<file path="src/rtl/pacman_sprite_engine.sv">
// pacman_sprite_engine: procedural Pac-Man renderer (disc plus wedge mouth) with chomp/death animation.
// Rev 1.0 - initial release.
`default_nettype none

module pacman_sprite_engine #(
  parameter int          R           = 7,
  parameter int          COORD_W     = 10,
  parameter int          FRAME_DIV   = 4,
  parameter int          DEATH_STEPS = 8,
  parameter logic [7:0]  FG          = 8'hFC,
  parameter logic [7:0]  BG          = 8'h00
) (
  input  logic               clk,
  input  logic               rst_n,
  input  logic               frame_tick,
  input  logic [COORD_W-1:0] xpos,
  input  logic [COORD_W-1:0] ypos,
  input  logic [COORD_W-1:0] xloc,
  input  logic [COORD_W-1:0] yloc,
  input  logic [1:0]         dir,
  input  logic               moving,
  input  logic               kill,
  input  logic               revive,
  output logic [7:0]         color,
  output logic               alive,
  output logic               death_done
);

  localparam int DW    = COORD_W + 1;
  localparam int SW    = $clog2(R + 1) + 1;
  localparam int MW    = $clog2(4 * DEATH_STEPS + 5);
  localparam int PW    = MW + SW;
  localparam int DIV_W = (FRAME_DIV > 1) ? $clog2(FRAME_DIV) : 1;
  localparam int K_W   = (DEATH_STEPS > 1) ? $clog2(DEATH_STEPS) : 1;

  localparam logic signed [DW-1:0] R_HI     = DW'(R);
  localparam logic signed [DW-1:0] R_LO     = -R_HI;
  localparam logic [2*SW:0]        BODY_LIM = (2*SW+1)'(R * R + R);

  localparam logic [1:0] ST_ALIVE = 2'd0;
  localparam logic [1:0] ST_DYING = 2'd1;
  localparam logic [1:0] ST_DEAD  = 2'd2;

  logic [1:0]         state;
  logic [1:0]         phase;
  logic [DIV_W-1:0]   div;
  logic [K_W-1:0]     k;
  logic [COORD_W-1:0] lx, ly;
  logic [1:0]         ldir;

  logic               div_wrap, k_last;

  assign div_wrap = (div == DIV_W'(FRAME_DIV - 1));
  assign k_last   = (k == K_W'(DEATH_STEPS - 1));
  assign alive    = (state == ST_ALIVE);

  // Animation state; a kill/revive edge clears the divider so a coincident tick is not counted.
  always_ff @(posedge clk or negedge rst_n) begin
    if (!rst_n) begin
      state      <= ST_ALIVE;
      phase      <= 2'd0;
      div        <= '0;
      k          <= '0;
      death_done <= 1'b0;
    end else begin
      death_done <= 1'b0;
      case (state)
        ST_ALIVE: begin
          if (kill) begin
            state <= ST_DYING;
            k     <= '0;
            div   <= '0;
          end else if (frame_tick && moving) begin
            if (div_wrap) begin
              div   <= '0;
              phase <= phase + 2'd1;
            end else begin
              div <= div + 1'b1;
            end
          end
        end
        ST_DYING: begin
          if (frame_tick) begin
            if (div_wrap) begin
              div <= '0;
              if (k_last) begin
                state      <= ST_DEAD;
                death_done <= 1'b1;
              end else begin
                k <= k + 1'b1;
              end
            end else begin
              div <= div + 1'b1;
            end
          end
        end
        ST_DEAD: begin
          if (revive) begin
            state <= ST_ALIVE;
            phase <= 2'd0;
            div   <= '0;
          end
        end
        default: state <= ST_ALIVE;
      endcase
    end
  end

  always_ff @(posedge clk or negedge rst_n) begin
    if (!rst_n) begin
      lx   <= '0;
      ly   <= '0;
      ldir <= 2'd0;
    end else if (frame_tick) begin
      lx   <= xloc;
      ly   <= yloc;
      ldir <= dir;
    end
  end

  // Stage 1: offsets, bounding box, direction rotation and mouth level.
  logic signed [DW-1:0] dx_full, dy_full;
  logic [SW-1:0]        dx_s, dy_s, a_c, p_c;
  logic                 inbox_c;
  logic [MW-1:0]        m_c;

  assign dx_full = $signed({1'b0, xpos}) - $signed({1'b0, lx});
  assign dy_full = $signed({1'b0, ypos}) - $signed({1'b0, ly});
  assign inbox_c = (dx_full >= R_LO) && (dx_full <= R_HI) &&
                   (dy_full >= R_LO) && (dy_full <= R_HI);
  assign dx_s    = dx_full[SW-1:0];
  assign dy_s    = dy_full[SW-1:0];

  always_comb begin
    a_c = dx_s;
    p_c = dy_s;
    case (ldir)
      2'b00: begin a_c = dx_s;            p_c = dy_s; end
      2'b11: begin a_c = ~dx_s + 1'b1;    p_c = dy_s; end
      2'b01: begin a_c = ~dy_s + 1'b1;    p_c = dx_s; end
      default: begin a_c = dy_s;          p_c = dx_s; end
    endcase
  end

  always_comb begin
    m_c = '0;
    case (state)
      ST_ALIVE: begin
        case (phase)
          2'd0:    m_c = MW'(4);
          2'd1:    m_c = MW'(2);
          2'd2:    m_c = '0;
          default: m_c = MW'(2);
        endcase
      end
      ST_DYING: m_c = MW'({k, 2'b00}) + MW'(4);
      default:  m_c = '0;
    endcase
  end

  logic          s1_inbox;
  logic [SW-1:0] s1_dx, s1_dy, s1_a, s1_p;
  logic [MW-1:0] s1_m;

  always_ff @(posedge clk or negedge rst_n) begin
    if (!rst_n) begin
      s1_inbox <= 1'b0;
      s1_dx    <= '0;
      s1_dy    <= '0;
      s1_a     <= '0;
      s1_p     <= '0;
      s1_m     <= '0;
    end else begin
      s1_inbox <= inbox_c;
      s1_dx    <= dx_s;
      s1_dy    <= dy_s;
      s1_a     <= a_c;
      s1_p     <= p_c;
      s1_m     <= m_c;
    end
  end

  // Stage 2: disc test and mouth wedge; products are exact since |dx|,|dy|,|a|,|p| <= R here.
  logic [2*SW-1:0] dx_e, dy_e, dx2, dy2;
  logic [2*SW:0]   body_sum;
  logic [SW-1:0]   p_abs;
  logic [PW-1:0]   m_a, p4;
  logic            body, mouth;

  assign dx_e     = {{SW{s1_dx[SW-1]}}, s1_dx};
  assign dy_e     = {{SW{s1_dy[SW-1]}}, s1_dy};
  assign dx2      = dx_e * dx_e;
  assign dy2      = dy_e * dy_e;
  assign body_sum = {1'b0, dx2} + {1'b0, dy2};
  assign body     = (body_sum <= BODY_LIM);
  assign p_abs    = s1_p[SW-1] ? (~s1_p + 1'b1) : s1_p;
  assign m_a      = {{SW{1'b0}}, s1_m} * {{MW{1'b0}}, s1_a};
  assign p4       = {{(PW-SW-2){1'b0}}, p_abs, 2'b00};
  assign mouth    = (s1_m != '0) && !s1_a[SW-1] && (p4 <= m_a);

  always_ff @(posedge clk or negedge rst_n) begin
    if (!rst_n) begin
      color <= BG;
    end else begin
      color <= (s1_inbox && body && !mouth && (state != ST_DEAD)) ? FG : BG;
    end
  end

endmodule

`default_nettype wire

</file>
<file path="config.mk">
export PLATFORM = sky130hd
export DESIGN_NAME = pacman_sprite_engine
export DESIGN_NICKNAME = d
export VERILOG_FILES = /design/src/rtl/pacman_sprite_engine.sv
export SDC_FILE = /design/constraint.sdc
export NUM_CORES = 1
export LEC_CHECK = 0
export BUFFER_PORTS_ARGS = -buffer_cell sky130_fd_sc_hd__buf_2
export CAP_MARGIN = 20
export CORE_MARGIN = 5
export CORE_UTILIZATION = 50
export DETAILED_ROUTE_END_ITERATION = 8
export PLACE_DENSITY = 0.71
export SLEW_MARGIN = 15
export SYNTH_ARGS = -nofsm -noshare
export SYNTH_HDL_FRONTEND = slang
export SYNTH_SLANG_ARGS = --single-unit
</file>
<file path="constraint.sdc">
create_clock -name clk -period 6.2 [get_ports clk]
set_clock_uncertainty 0.1 [all_clocks]
set_input_delay 0.31 -clock clk [delete_from_list [all_inputs] [get_ports clk]]
set_output_delay 0.31 -clock clk [all_outputs]
set_load 0.01 [all_outputs]
</file>
==> results of run 1 <==
-- cells by family (layout without fill, tap and decap cells) --
logic type / Yosys count / count (layout) / share of synthesized area, %
XOR/XNOR: 32 / 32 / 5.62
adder cells (fa/ha/maj): 98 / 98 / 26.8
AO/OA/AOI/OAI: 113 / 113 / 14.7
AND/OR/NAND/NOR: 170 / 170 / 17.2
multiplexers: 15 / 15 / 3.18
buffers and inverters: 69 / 117 / 5.58
flip-flops: 55 / 55 / 26.9
other: 1 / 2 / 0.0733
-- metal layers --
layer / GRT usage [%] / vias to the layer above
met4: 3.49 / 0
met2: 29.2 / 80
met1: 22.2 / 1867
li1: - / 2023
met5: 0 / -
met3: 2.78 / 11
-- path summary, 6_finish.rpt --
kind	startpoint	endpoint	slack [ps]	cells after the start
min in group clk	xloc[7]	lx[7]$_DFFE_PN0P_	100	3
hold / removal	rst_n	color[6]$_DFF_PN0_	20	2
hold reg to reg	div[1]$_DFFE_PN0P_	div[1]$_DFFE_PN0P_	390	2
setup reg to reg	s1_dy[3]$_DFF_PN0_	color[6]$_DFF_PN0_	2180	13
setup / recovery	s1_dy[3]$_DFF_PN0_	color[6]$_DFF_PN0_	2180	13
max in group asynchronous	rst_n	ly[5]$_DFFE_PN0P_	5510	2
-- area by class of cell --
class	instances	share of cell area, %
clock buffers	5	1.23
clock inverters	2	0.247
inverters	54	3.64
multi-input cells	430	62.1
flip-flops and latches	55	24.7
well taps	136	3.05
repair buffers	56	5.07
-- critical path, stage by stage, from the launching register on --
cell	delay, ps
sky130_fd_sc_hd__dfrtp_1	480
sky130_fd_sc_hd__nor2b_1	290
sky130_fd_sc_hd__ha_1	310
sky130_fd_sc_hd__xnor2_1	220
sky130_fd_sc_hd__fa_1	450
sky130_fd_sc_hd__ha_1	350
sky130_fd_sc_hd__fa_1	480
sky130_fd_sc_hd__a21o_1	190
sky130_fd_sc_hd__a21oi_1	170
sky130_fd_sc_hd__xnor2_1	150
sky130_fd_sc_hd__ha_1	250
sky130_fd_sc_hd__nor4_1	230
sky130_fd_sc_hd__nand3b_1	110
sky130_fd_sc_hd__nor3_1	180
-- Yosys cell counts (2+ instances only) --
library cell,instances,area [um^2]
sky130_fd_sc_hd__a211oi_1,3,22.5
sky130_fd_sc_hd__a21o_1,13,97.6
sky130_fd_sc_hd__a21oi_1,27,135
sky130_fd_sc_hd__a221oi_1,2,17.5
sky130_fd_sc_hd__a22oi_1,2,15.0
sky130_fd_sc_hd__a31o_2,2,17.5
sky130_fd_sc_hd__a31oi_1,4,25.0
sky130_fd_sc_hd__and2_1,21,131
sky130_fd_sc_hd__and3_1,6,37.5
sky130_fd_sc_hd__and4_1,2,17.5
sky130_fd_sc_hd__buf_4,7,52.6
sky130_fd_sc_hd__clkbuf_1,8,30.0
sky130_fd_sc_hd__dfrtp_1,55,1380
sky130_fd_sc_hd__fa_1,19,380
sky130_fd_sc_hd__ha_1,79,988
sky130_fd_sc_hd__inv_1,54,203
sky130_fd_sc_hd__mux2_2,10,113
sky130_fd_sc_hd__mux2i_1,5,50.1
sky130_fd_sc_hd__nand2_1,50,188
sky130_fd_sc_hd__nand2b_1,5,31.3
sky130_fd_sc_hd__nand3_1,5,25.0
sky130_fd_sc_hd__nand3b_1,3,22.5
sky130_fd_sc_hd__nand4_1,3,18.8
sky130_fd_sc_hd__nor2_1,29,109
sky130_fd_sc_hd__nor2b_1,14,87.6
sky130_fd_sc_hd__nor3_1,12,60.1
sky130_fd_sc_hd__nor3b_1,3,22.5
sky130_fd_sc_hd__nor4_1,5,31.3
sky130_fd_sc_hd__nor4b_1,2,17.5
sky130_fd_sc_hd__o2111ai_1,2,17.5
sky130_fd_sc_hd__o21ai_0,33,165
sky130_fd_sc_hd__o21ai_1,3,15.0
sky130_fd_sc_hd__o311ai_0,2,17.5
sky130_fd_sc_hd__o32ai_1,2,17.5
sky130_fd_sc_hd__or3_1,4,25.0
sky130_fd_sc_hd__xnor2_1,20,175
sky130_fd_sc_hd__xor2_1,11,96.3
-- through the flow --
stage / utilization, % / cell area (um^2) / hold slack (ps) / power [uW] / instances
detailed placement: 54.2 / 5490 / 376 / 2110 / 731
finish: 55.0 / 5570 / 16.8 / 2300 / 738
CTS: 55.0 / 5570 / 45.2 / 2320 / 738
floorplan: - / 5120 / -85.6 / 1760 / 554
global placement: 54.2 / 5490 / 365 / 2010 / 731
global route: 55.0 / 5570 / 75.2 / 2600 / 738
-- flip-flops by register name (all words and copies together) (netlist names) --
signal	flops
k	3
s1_p	4
phase	2
s1_dy	4
ly	10
lx	10
s1_m	5
s1_dx	4
s1_a	4
div	2
s1_inbox	1
color	1
ldir	2
death_done	1
state	2
-- where the power goes --
part | leakage (uW) | internal (uW) | total, uW | switching (uW)
logic | 0.00213 | 758 | 1610 | 857
clock network | 0.0000440 | 77.5 | 189 | 112
registers | 0.000671 | 427 | 494 | 67.2
total | 0.00284 | 1260 | 2300 | 1040
==> results.md, run 1 <==
- The run finished with clean final reports.
- The required time of the worst setup path is 6330 ps.
- The width of the die is 111 um.
- For this block, wires on met1 add up to 4610 um.
- Entering global routing, the biggest net connects 56 pins.
- Setup repair after global routing left no endpoint under its margin.
- The post-place setup slack is 2160 ps.
- The total area of multi-input combinational cells is 3460 um^2.
- The cell count after synthesis is 553.
- The total area of sequential cells is 1380 um^2.
- The worst hold path belongs to the class input port to asynchronous set/reset pin.
- Counting along the longest clock path gives a buffer depth of 2.
- The routed design uses 4910 um of met2 wire.
- The top layer used by detailed routing is met4.
- For this configuration, the core starts out at a cell density of 50.5%.
- In the routed design, unresolved DRC markers number 0.
- The synthesized area per cell is 9.25 um^2.
- The layout overhead on the synthesized area is 8.93%.
- In the final design database the tool counted 748 nets.
- In the final routed layout, each cell accounts on average for 13.7 um.
- The count of endpoints failing hold in the final timing report came to 0.
- The routability congestion estimate from global placement is 0.875.
- The number of instances resized during post-cts repair is 0.
- The count of antenna-violating nets left after detailed routing is 0.
- The floorplan step defined a die boundary enclosing 12,400 um^2.
- Summed over all cells, the static leakage comes to 0.00284 uW.
- For this run the aggregate overflow at the end of global routing stands at 0.
- The library cell used most frequently in the layout, excluding fill and tap cells, is sky130_fd_sc_hd__ha_1.
- The filler cells instantiated in the layout total 906.
- The minimum period implied by the final worst setup slack is 4020 ps.
- The headroom to the max-slew limit is 53.3%.
- The proportion of register bits with asynchronous set or reset after synthesis is 100%.
- The detailed router finished its first iteration with 213 violations.
- Derived from the worst setup path, the maximum achievable clock frequency is 249 MHz.
- The clock root buffer master is sky130_fd_sc_hd__clkbuf_8.
- In the finished design, the share of the clock period the worst path needs comes to 64.8%.
- Summed over all layers, the routed wires come to 10,100 um.
- The fraction of layout instances using a drive strength above 1 is 13.8%.
- The post-synthesis instance area is 5120 um^2.
- The clock input transition at the sequential cells of the worst setup and hold paths is 90 ps.
- The worst setup slack after layout is 2180 ps.
- Counting flops with a built-in enable in the synthesized netlist gives 0.
- The clock latency on the worst-skew pair is 300 ps.
- 58 I/O pins were placed.
- The placement row count is 37.
- The number of max-slew violations in the final report is 0.
- The antenna cell count is 0.
- The die is 111 um tall.
- Power spread over the standard cell area amounts to 412 nW/um^2.
- Adding up every negative setup slack in the final design gives 0 ps.
- For the pin with the worst max-slew slack, the measured transition is 701 ps.
- Summing over every cut layer, the via total after detailed routing is 3,981.
- The count of input and output buffers is 55.
- The share of the Yosys chip area taken by registers is 26.9%.
- The element type at the critical path start is a register.
- The via count of the first global-routing pass is 3,982.
- The hold-fix buffer count after cts is 0.
- The total routing resource utilization after global routing is 16.8%.
- The first global-routing pass estimated 17,700 um of wire.
- The number of CTS-inserted buffers is 5.
- STA puts the critical path data arrival time at 4140 ps.
- The routed via count divided by cell count is 5.39.
- The wire-length estimate of the detail-placed layout is 8230 um.
- The largest driver fanout on the critical path is 8.
- The core area is 10,100 um^2.
- The initial antenna violation count is 0.
- The clock net in this run drives a total of 55 sinks.
- The first detailed-routing pass took 4 iterations.
- The deepest level of the CTS H-tree is 2.
- The CTS tree is yes.
- The met3 routed wirelength is 454 um.
- Counting flops and latches in the post-synthesis netlist gives 55.
- Setup violations remaining at the end of the flow were counted as 0.
- The type of the worst setup path is register to register.
- The post-CTS setup buffer count is 0.
- The worst setup path is captured at a register.
- The tool flagged a number of max-cap violations equal to 0.
- IR analysis of the VDD net gives a maximum drop of 267 uV.
- The count of warnings emitted by yosys is 0.
- The most used flip-flop cell after synthesis is sky130_fd_sc_hd__dfrtp_1.
- In the layout the commonest cells are 79 x sky130_fd_sc_hd__ha_1, 55 x sky130_fd_sc_hd__dfrtp_1, 55 x sky130_fd_sc_hd__buf_2.
- The number of distinct standard cells referenced by the synthesized netlist is 63.
(Power assumes the default switching activity.)
==> run 2, diff against run 1 <==
--- a/config.mk
+++ b/config.mk
@@ -5,6 +5,7 @@
 export SDC_FILE = /design/constraint.sdc
 export NUM_CORES = 1
 export LEC_CHECK = 0
+export ABC_AREA = 1
 export BUFFER_PORTS_ARGS = -buffer_cell sky130_fd_sc_hd__buf_2
 export CAP_MARGIN = 20
 export CORE_MARGIN = 5
==> constraint.sdc (replaced) <==
create_clock -name clk -period 4.16 [get_ports clk]
set_clock_uncertainty 0.1 [all_clocks]
set_input_delay 0.208 -clock clk [delete_from_list [all_inputs] [get_ports clk]]
set_output_delay 0.208 -clock clk [all_outputs]
set_load 0.01 [all_outputs]
==> run 2 against run 1 <==
Compared with the run above:
- clock-buffer cell count did not move
- combinational power rose by 39%
- synthesized cell count rose by 30%
- final area rose by 6.6%
- power rose by 43%
- highest routed layer unchanged
- hold slack got worse by 14 ps
- die area rose by 3.3%
- core utilization rose by 2.6 points
==> results.md, run 2 <==
- The post-layout net count is 931 (was 748).
- The pin count of the biggest net entering global routing was 56 (unchanged).
- The post-synthesis instance area was 5300 um^2 (was 5120 um^2).
- Run status: completed (unchanged).
- The worst-margin pin slew is 700 ps (was 701 ps).
- The count of routing violations after the opening detailed-route iteration is 161 (was 213).
- The routed via count divided by cell count was 4.99 (was 5.39).
- The layout overhead on the synthesized area is 12.1% (was 8.93%).
- The proportion of register bits with asynchronous set or reset after synthesis came to 100% (unchanged).
- The count of warnings emitted by yosys is 0 (unchanged).
- The placement row count is 37 (unchanged).
- The width of the die is 113 um (was 111 um).
- The clock input transition at the sequential cells of the worst setup and hold paths is 100 ps (was 90 ps).
- The vertical die dimension is 113 um (was 111 um).
- The worst hold path was traced through 3 stages.
- The count of antenna-violating nets left after detailed routing is 0 (unchanged).
- The required time of the worst setup path is 4310 ps (was 6330 ps).
- The highest cell delay on the worst timing path came to 470 ps (was 480 ps).
- The number of CTS-inserted buffers is 5 (unchanged).
- The synthesized area per cell is 7.35 um^2 (was 9.25 um^2).
- The initial antenna violation count is 0 (unchanged).
- The most common cell after layout, fill and taps aside is sky130_fd_sc_hd__nand2_1 (was sky130_fd_sc_hd__ha_1).
- The boundary pin count is 58 (unchanged).
- The routability congestion estimate from global placement is 0.879 (was 0.875).
- The highest-delay cell along the critical path was sky130_fd_sc_hd__dfrtp_1 (unchanged).
- The final cell area excluding filler cells is 5940 um^2 (was 5570 um^2).
- The number of enable-type register cells in the synthesized netlist is 0 (unchanged).
- The element type at the critical path start is a register (unchanged).
- Biggest regs: lx x10, ly x10, s1_m x5 (unchanged).
- The estimated wirelength of the detail-placed design is 9110 um (was 8230 um).
- The minimum period implied by the final worst setup slack is 3890 ps (was 4020 ps).
- The antenna cell count is 0 (unchanged).
- The maximum operating frequency is 257 MHz (was 249 MHz).
- The class of the worst hold path is input port to register (was input port to asynchronous set/reset pin).
- The die outline area was 12,800 um^2 (was 12,400 um^2).
- The number of max-slew violations in the final report came to 0 (unchanged).
- The path with the worst hold slack has its endpoint at lx[5]$_DFFE_PN0P_.
- The share of the yosys chip area belonging to registers is 26.0% (was 26.9%).
- The cell repeated most along the worst path is sky130_fd_sc_hd__ha_1 (unchanged).
- The setup TNS was 0 ps (unchanged).
- The detailed-router iteration count before antenna repair came to 7 (was 4).
- The endpoint of the most critical register-to-register path was color[6]$_DFF_PN0_ (unchanged).
- The routed length per placed instance is 11.9 um (was 13.7 um).
- The final number of setup-violating endpoints came to 0 (unchanged).
- The deepest level of the CTS H-tree was 2 (unchanged).
- The maximum clock path buffer count is 2 (unchanged).
- The final hold slack is 3.18 ps (was 16.8 ps).
- The overall via count from detail_route is 4,604 (was 3,981).
- The cell count after synthesis was 721 (was 553).
- The number of clock sinks is 55 (unchanged).
- The standard cell area after detailed placement is 5700 um^2 (was 5490 um^2).
- The type of the worst setup path is register to register (unchanged).
- The largest driver fanout on the critical path was 7 (was 8).
- Leading cell types in the layout, fill and taps excluded: 181 x sky130_fd_sc_hd__nand2_1, 136 x sky130_fd_sc_hd__inv_1, 78 x sky130_fd_sc_hd__ha_1 (was 79 x sky130_fd_sc_hd__ha_1, 55 x sky130_fd_sc_hd__dfrtp_1, 55 x sky130_fd_sc_hd__buf_2).
- Critical path cell sequence: nor2_2 -> ha_1 -> inv_1 -> xor2_2 -> fa_1 -> ha_1 -> fa_1 -> nand3_1 -> nand2_1 -> xor2_1 -> xor2_1 -> ha_1 -> nor2_1 -> nand3b_1 -> nor3_1 -> nand2_1 -> nor2_1 (was nor2b_1 -> ha_1 -> xnor2_1 -> fa_1 -> ha_1 -> fa_1 -> a21o_1 -> a21oi_1 -> xnor2_1 -> ha_1 -> nor4_1 -> nand3b_1 -> nor3_1).
- The number of remaining DRC errors is 0 (unchanged).
- The via count of the first global-routing pass is 4,711 (was 3,982).
- The effective utilization at floorplan is 51.3% (was 50.5%).
- The post-CTS setup buffer count was 0 (unchanged).
- The total routing resource utilization after global routing came to 18.3% (was 16.8%).
- Top cells by area in the synthesized netlist: sky130_fd_sc_hd__dfrtp_1 26%, sky130_fd_sc_hd__ha_1 19%, sky130_fd_sc_hd__nand2_1 13% (was sky130_fd_sc_hd__dfrtp_1 27%, sky130_fd_sc_hd__ha_1 19%, sky130_fd_sc_hd__fa_1 7.4%).
- The kind of end point of the critical path is a register (unchanged).
- The CTS tree is yes (unchanged).
- The share of the synthesized area in the top cell type is 26.0% (was 26.9%).
- The leftover overflow at the end of global routing is 0 (unchanged).
- The critical path data arrival time is 4040 ps (was 4140 ps).
- Setup repair after global routing missed its margin: no (unchanged).
- The fraction of the cycle the final worst path needs came to 93.6% (was 64.8%).
- Top cells by instance count after synthesis: 181 x sky130_fd_sc_hd__nand2_1, 137 x sky130_fd_sc_hd__inv_1, 79 x sky130_fd_sc_hd__ha_1, 55 x sky130_fd_sc_hd__dfrtp_1, 53 x sky130_fd_sc_hd__o21ai_0 (was 79 x sky130_fd_sc_hd__ha_1, 55 x sky130_fd_sc_hd__dfrtp_1, 54 x sky130_fd_sc_hd__inv_1, 50 x sky130_fd_sc_hd__nand2_1, 33 x sky130_fd_sc_hd__o21ai_0).
- The max-capacitance violation count is 0 (unchanged).
- The hold path startpoint is xloc[5].
- The worst ir drop on vdd is 306 uV (was 267 uV).
- The clock latency on the worst-skew pair is 320 ps (was 300 ps).
- The clock root buffer master is sky130_fd_sc_hd__clkbuf_8 (unchanged).
- The fraction of layout instances using a drive strength above 1 is 10.7% (was 13.8%).
- The headroom to the max-slew limit was 53.3% (about the same).
- The most frequently used flop master after synthesis is sky130_fd_sc_hd__dfrtp_1 (unchanged).
- The count of input and output buffers is 55 (unchanged).
- The largest area contributor in the netlist is sky130_fd_sc_hd__dfrtp_1 (unchanged).
- The number of storage elements in the synthesis netlist is 55 (unchanged).
- The leakage power of the design is 0.00342 uW (was 0.00284 uW).
- The number of distinct standard cells referenced by the synthesized netlist is 38 (was 63).
- The count of endpoints failing hold in the final timing report is 0 (unchanged).
- The register-to-register path setup slack is 270 ps (was 2180 ps).
- The wire length of the first global-routing pass came to 20,000 um (was 17,700 um).
- The core area came to 10,300 um^2 (was 10,100 um^2).
- The total detailed-routing wirelength is 11,000 um (was 10,100 um).
- The startpoint of the worst-slack reg-to-reg timing path is s1_dx[1]$_DFF_PN0_ (was s1_dy[3]$_DFF_PN0_).
- The most used standard cell by instance count after synthesis is sky130_fd_sc_hd__nand2_1 (was sky130_fd_sc_hd__ha_1).
- The number of cells on the worst reg-to-reg path is 17 (was 13).
- The areal power density over the cells came to 552 nW/um^2 (was 412 nW/um^2).
==> run 2: changes by cell type after synthesis, sizes merged, moves of 17 or more <==
cell / change
nand2: +133
inv: +84
nand3: +36
and2: -20
nor2: +19
o21ai: +17
xnor2: -17
==> run 2: routing by layer <==
layer | vias up | part of all wire (%) | track usage (%)
li1 | 2408 | - | -
met1 | 2092 | 45 | 23.1
met2 | 85 | 49 | 32.6
met3 | 19 | 3.5 | 2.73
met4 | 0 | 2.0 | 5.05
met5 | - | 0 | 0
==> run 2: how the worst max path moves through the flow <==
stage                  startpoint            endpoint  slack (ps)
2_1_floorplan  s1_dy[3]$_DFF_PN0_  color[6]$_DFF_PN0_         330
3_3_place_gp   s1_dy[1]$_DFF_PN0_  color[6]$_DFF_PN0_         290
3_5_place_dp   s1_dx[3]$_DFF_PN0_  color[6]$_DFF_PN0_         160
4_1_cts        s1_dx[3]$_DFF_PN0_  color[6]$_DFF_PN0_         130
5_1_grt        s1_dx[1]$_DFF_PN0_  color[6]$_DFF_PN0_          10
6_report       s1_dx[1]$_DFF_PN0_  color[6]$_DFF_PN0_         270
==> run 2: worst max-delay path, delay by kind of cell, from the launching register on <==
| family | cells | cell delay (ps) |
|---|---|---|
| and+or+nand+nor | 8 | 810 |
| adders and majority gates | 5 | 1830 |
| DFF | 1 | 470 |
| buffers and inverters | 1 | 110 |
| xor gates and xnor gates | 3 | 500 |
==> run 2: cell type report <==
type                       count  area, um^2
multi-input combinational    516        3370
sequential                    55        1380
clock buffer                   5        68.8
inverter                     138         518
fill                         952        4380
tap                          136         170
timing repair buffer          69         408
clock inverter                 3        28.8
==> run 2: cells by family (layout without fill, tap and decap cells) <==
family,count (synthesis),in the layout,synth area share [%]
DFF,55,55,26.0
buffers and inverters,151,215,11.2
other,1,2,0.0708
adders and majority gates,98,98,25.8
xor gates and xnor gates,18,18,3.12
AOI/OAI and AO/OA,98,98,10.2
and+or+nand+nor,300,300,23.6
==> run 2: metrics by stage <==
stage | instances | utilization, % | worst slack (ps) | total power [uW]
floorplan | 722 | - | 333 | 2390
detailed placement | 903 | 55.2 | 164 | 2910
global route | 922 | 57.6 | 11.3 | 3730
global placement | 903 | 55.2 | 294 | 2770
CTS | 922 | 57.2 | 127 | 3260
finish | 922 | 57.6 | 267 | 3280
==> run 2: power breakdown <==
part	leakage [uW]	switching, uW	internal, uW
Combinational	0.00269	1300	927
Sequential	0.000683	92.0	642
Clock	0.0000502	193	125
Total	0.00342	1590	1690
==> run 2: timing repair <==
item / CTS / global route
endpoints found under the hold margin: 65 / 0
resized for setup: 0 / 9
endpoints found under the setup margin: 0 / 1
hold buffers: 11 / 0
==> run 3, diff against run 2 <==
--- a/config.mk
+++ b/config.mk
@@ -9,9 +9,9 @@
 export BUFFER_PORTS_ARGS = -buffer_cell sky130_fd_sc_hd__buf_2
 export CAP_MARGIN = 20
 export CORE_MARGIN = 5
-export CORE_UTILIZATION = 50
+export CORE_UTILIZATION = 55
 export DETAILED_ROUTE_END_ITERATION = 8
-export PLACE_DENSITY = 0.71
+export PLACE_DENSITY = 0.77
 export SLEW_MARGIN = 15
 export SYNTH_ARGS = -nofsm -noshare
 export SYNTH_HDL_FRONTEND = slang
==> run 3 against run 2 <==
Compared with the run above:
- the flow now finishes with violations (hold timing)
- sequential share of layout area fell by 0.060 points
- core utilization rose by 6.4 points
- power grew 0.13%
- sequential cell count unchanged
- via count increased by 1.7%
- critical path type unchanged
- largest cell class unchanged
- largest power group unchanged
- highest routed layer unchanged
==> results.md, run 3 (synthesis results as in run 2) <==
- Run status: finished, violations left (was completed).
- The checks that failed: hold timing.
- Biggest regs: lx x10, ly x10, s1_m x5 (unchanged).
- The count of routing violations after the opening detailed-route iteration is 230 (was 161).
- The post-layout net count is 936 (was 931).
- The global-route track usage on met2 is 37.1% (was 32.6%).
- The final cell area excluding filler cells was 5970 um^2 (was 5940 um^2).
- The boundary pin count is 58 (unchanged).
- The maximum clock path buffer count is 2 (unchanged).
- The CTS tree was yes (unchanged).
- The core area is 9330 um^2 (was 10,300 um^2).
- The total routing resource utilization after global routing is 20.7% (was 18.3%).
- The headroom to the max-slew limit is 53.3% (about the same).
- The clock input transition at the sequential cells of the worst setup and hold paths is 110 ps (was 100 ps).
- The fraction of the cycle the final worst path needs is 93.9% (was 93.6%).
- Leading cell types in the layout, fill and taps excluded: 181 x sky130_fd_sc_hd__nand2_1, 137 x sky130_fd_sc_hd__inv_1, 79 x sky130_fd_sc_hd__ha_1 (was 181 x sky130_fd_sc_hd__nand2_1, 136 x sky130_fd_sc_hd__inv_1, 78 x sky130_fd_sc_hd__ha_1).
- The number of clock sinks was 55 (unchanged).
- The endpoint of the most critical register-to-register path is color[6]$_DFF_PN0_ (unchanged).
- The number of remaining DRC errors is 0 (unchanged).
- The worst setup path startpoint is s1_dy[1]$_DFF_PN0_ (was s1_dx[1]$_DFF_PN0_).
- The routed via count divided by cell count is 5.09 (was 4.99).
- The number of CTS-inserted buffers is 5 (unchanged).
- The clock root buffer master is sky130_fd_sc_hd__clkbuf_8 (unchanged).
- The final cell utilization of the core was 64.0% (was 57.6%).
- The die outline area is 11,700 um^2 (was 12,800 um^2).
- The routability congestion estimate from global placement was 0.915 (was 0.879).
- The required time of the worst setup path is 4310 ps (about the same).
- The pin count of the biggest net entering global routing is 56 (unchanged).
- The met1 usage in global routing is 26.0% (was 23.1%).
- The layout overhead on the synthesized area is 12.6% (was 12.1%).
- The via count of the first global-routing pass came to 4,730 (was 4,711).
- The worst-margin pin slew is 700 ps (about the same).
- The fraction of layout instances using a drive strength above 1 is 10.9% (was 10.7%).
- The leakage power of the design is 0.00344 uW (was 0.00342 uW).
- The minimum period implied by the final worst setup slack is 3910 ps (was 3890 ps).
- The worst ir drop on vdd is 315 uV (was 306 uV).
- The routed length per placed instance is 12.2 um (was 11.9 um).
- The deepest level of the CTS H-tree is 2 (unchanged).
- The number of max-slew violations in the final report is 0 (unchanged).
- The clock latency on the worst-skew pair is 320 ps (about the same).
- The maximum operating frequency is 256 MHz (was 257 MHz).
- The leftover overflow at the end of global routing is 0 (unchanged).
- The worst setup path endpoint is color[6]$_DFF_PN0_ (unchanged).
- The count of antenna-violating nets left after detailed routing is 0 (unchanged).
- The critical path data arrival time is 4060 ps (was 4040 ps).
- The register-to-register path setup slack is 250 ps (was 270 ps).
- The element type at the critical path start is a register (unchanged).
- The antenna cell count was 0 (unchanged).
- The overall via count from detail_route is 4,682 (was 4,604).
- The class of the worst hold path is input port to register (unchanged).
- The filler cell count is 832 (was 952).
- The vertical die dimension is 108 um (was 113 um).
- The largest driver fanout on the critical path is 4 (was 7).
- The number of cells in the finished layout apart from fillers is 920 (was 922).
- The count of endpoints failing hold in the final timing report is 1 (was 0).
- The layer with the highest usage is met2 (unchanged).
- The kind of end point of the critical path is a register (unchanged).
- The type of the worst setup path is register to register (unchanged).
- The final hold slack is -2.10 ps (was 3.18 ps).
- The final number of setup-violating endpoints is 0 (unchanged).
- The areal power density over the cells was 551 nW/um^2 (was 552 nW/um^2).
- The effective utilization at floorplan is 56.8% (was 51.3%).
- The most common cell after layout, fill and taps aside is sky130_fd_sc_hd__nand2_1 (unchanged).
- The placement row count is 35 (was 37).
- The initial antenna violation count was 0 (unchanged).
- The wire length of the first global-routing pass is 20,100 um (was 20,000 um).
- The number of cells on the worst reg-to-reg path is 19 (was 17).
- The count of input and output buffers is 55 (unchanged).
- The worst setup slack after layout was 253 ps (was 267 ps).
- The standard cell area after detailed placement was 5670 um^2 (was 5700 um^2).
- The width of the die came to 108 um (was 113 um).
- The post-placement cell count is 894 (was 903).
- The total power of the final layout was 3290 uW (was 3280 uW).
- The startpoint of the worst-slack reg-to-reg timing path is s1_dy[1]$_DFF_PN0_ (was s1_dx[1]$_DFF_PN0_).
- The max-capacitance violation count is 0 (unchanged).
- The detailed-router iteration count before antenna repair is 5 (was 7).
- The post-place setup slack is 28.3 ps (was 164 ps).
- The total detailed-routing wirelength is 11,200 um (was 11,000 um).
- The estimated wirelength of the detail-placed design was 9040 um (was 9110 um).
- The fraction of met3 tracks used by global routing is 3.16% (was 2.73%).
==> run 3: changes by cell type in the layout (fill, tap and decap cells not counted) <==
cell | before | now
sky130_fd_sc_hd__ha_4 | 1 | 0
sky130_fd_sc_hd__dlygate4sd3_1 | 11 | 14
sky130_fd_sc_hd__buf_4 | 3 | 5
sky130_fd_sc_hd__dfrtp_1 | 54 | 52
sky130_fd_sc_hd__ha_1 | 78 | 79
sky130_fd_sc_hd__dfrtp_2 | 1 | 3
sky130_fd_sc_hd__inv_2 | 2 | 1
sky130_fd_sc_hd__inv_1 | 136 | 137
==> run 3: area by class of cell <==
cell class / count / area, um^2 / share of cell area, %
tap: 129 / 161 / 2.70
inverter: 138 / 518 / 8.68
sequential: 55 / 1380 / 23.1
clock inverter: 3 / 28.8 / 0.482
multi-input combinational: 516 / 3360 / 56.3
timing repair buffer: 74 / 453 / 7.59
clock buffer: 5 / 68.8 / 1.15
==> run 3: how the worst min path moves through the flow <==
stage | startpoint | end | slack, ps | cells past startpoint
5_1_grt | yloc[0] | ly[0]$_DFFE_PN0P_ | 2 | 3
6_report | yloc[3] | ly[3]$_DFFE_PN0P_ | -2 | 3
3_3_place_gp | rst_n | ly[5]$_DFFE_PN0P_ | 280 | 2
3_5_place_dp | rst_n | ly[5]$_DFFE_PN0P_ | 280 | 2
2_1_floorplan | rst_n | color[6]$_DFF_PN0_ | -190 | 0
4_1_cts | yloc[0] | ly[0]$_DFFE_PN0P_ | 0.02 | 3
==> run 3: per-stage QoR <==
stage / hold slack [ps] / TNS, ps
floorplan: -188 / 0
global placement: 277 / 0
detailed placement: 284 / 0
CTS: 0.0186 / 0
global route: 1.87 / -16.9
finish: -2.10 / 0
==> run 3: where the power goes <==
part / leakage (uW) / internal, uW / total, uW / switching, uW
Clock: 0.0000502 / 125 / 320 / 195
Sequential: 0.000681 / 643 / 742 / 98.7
Combinational: 0.00271 / 918 / 2230 / 1310
==> run 3: what timing repair did <==
item                                    CTS  global route
hold buffers                             14             0
gates resized for setup                   1             8
hold endpoints to repair                 68             0
endpoints found under the setup margin    1             1
pin swaps                                 0             1
setup buffers                             0             4
==> run 3: critical path, cell delays in order (launching register included) <==
cell and delay (ps):
sky130_fd_sc_hd__dfrtp_2 450, sky130_fd_sc_hd__nor2_2 160, sky130_fd_sc_hd__ha_1 250, sky130_fd_sc_hd__inv_1 110, sky130_fd_sc_hd__xor2_2 180, sky130_fd_sc_hd__fa_1 440
sky130_fd_sc_hd__ha_1 350, sky130_fd_sc_hd__fa_2 420, sky130_fd_sc_hd__nand2_1 80, sky130_fd_sc_hd__nand2_1 60, sky130_fd_sc_hd__a21oi_2 120, sky130_fd_sc_hd__xor2_1 180
sky130_fd_sc_hd__xnor2_1 140, sky130_fd_sc_hd__inv_1 60, sky130_fd_sc_hd__ha_1 270, sky130_fd_sc_hd__nor2_1 110, sky130_fd_sc_hd__nand3b_1 90, sky130_fd_sc_hd__nor3_1 140
sky130_fd_sc_hd__nand2_1 70, sky130_fd_sc_hd__nor2_1 80
==> run 3: layer usage <==
| layer | vias to the layer above | wire length (um) |
|---|---|---|
| li1 | 2409 | - |
| met1 | 2148 | 4940 |
| met2 | 109 | 5660 |
| met3 | 16 | 480 |
| met4 | 0 | 167 |
| met5 | - | 0 |
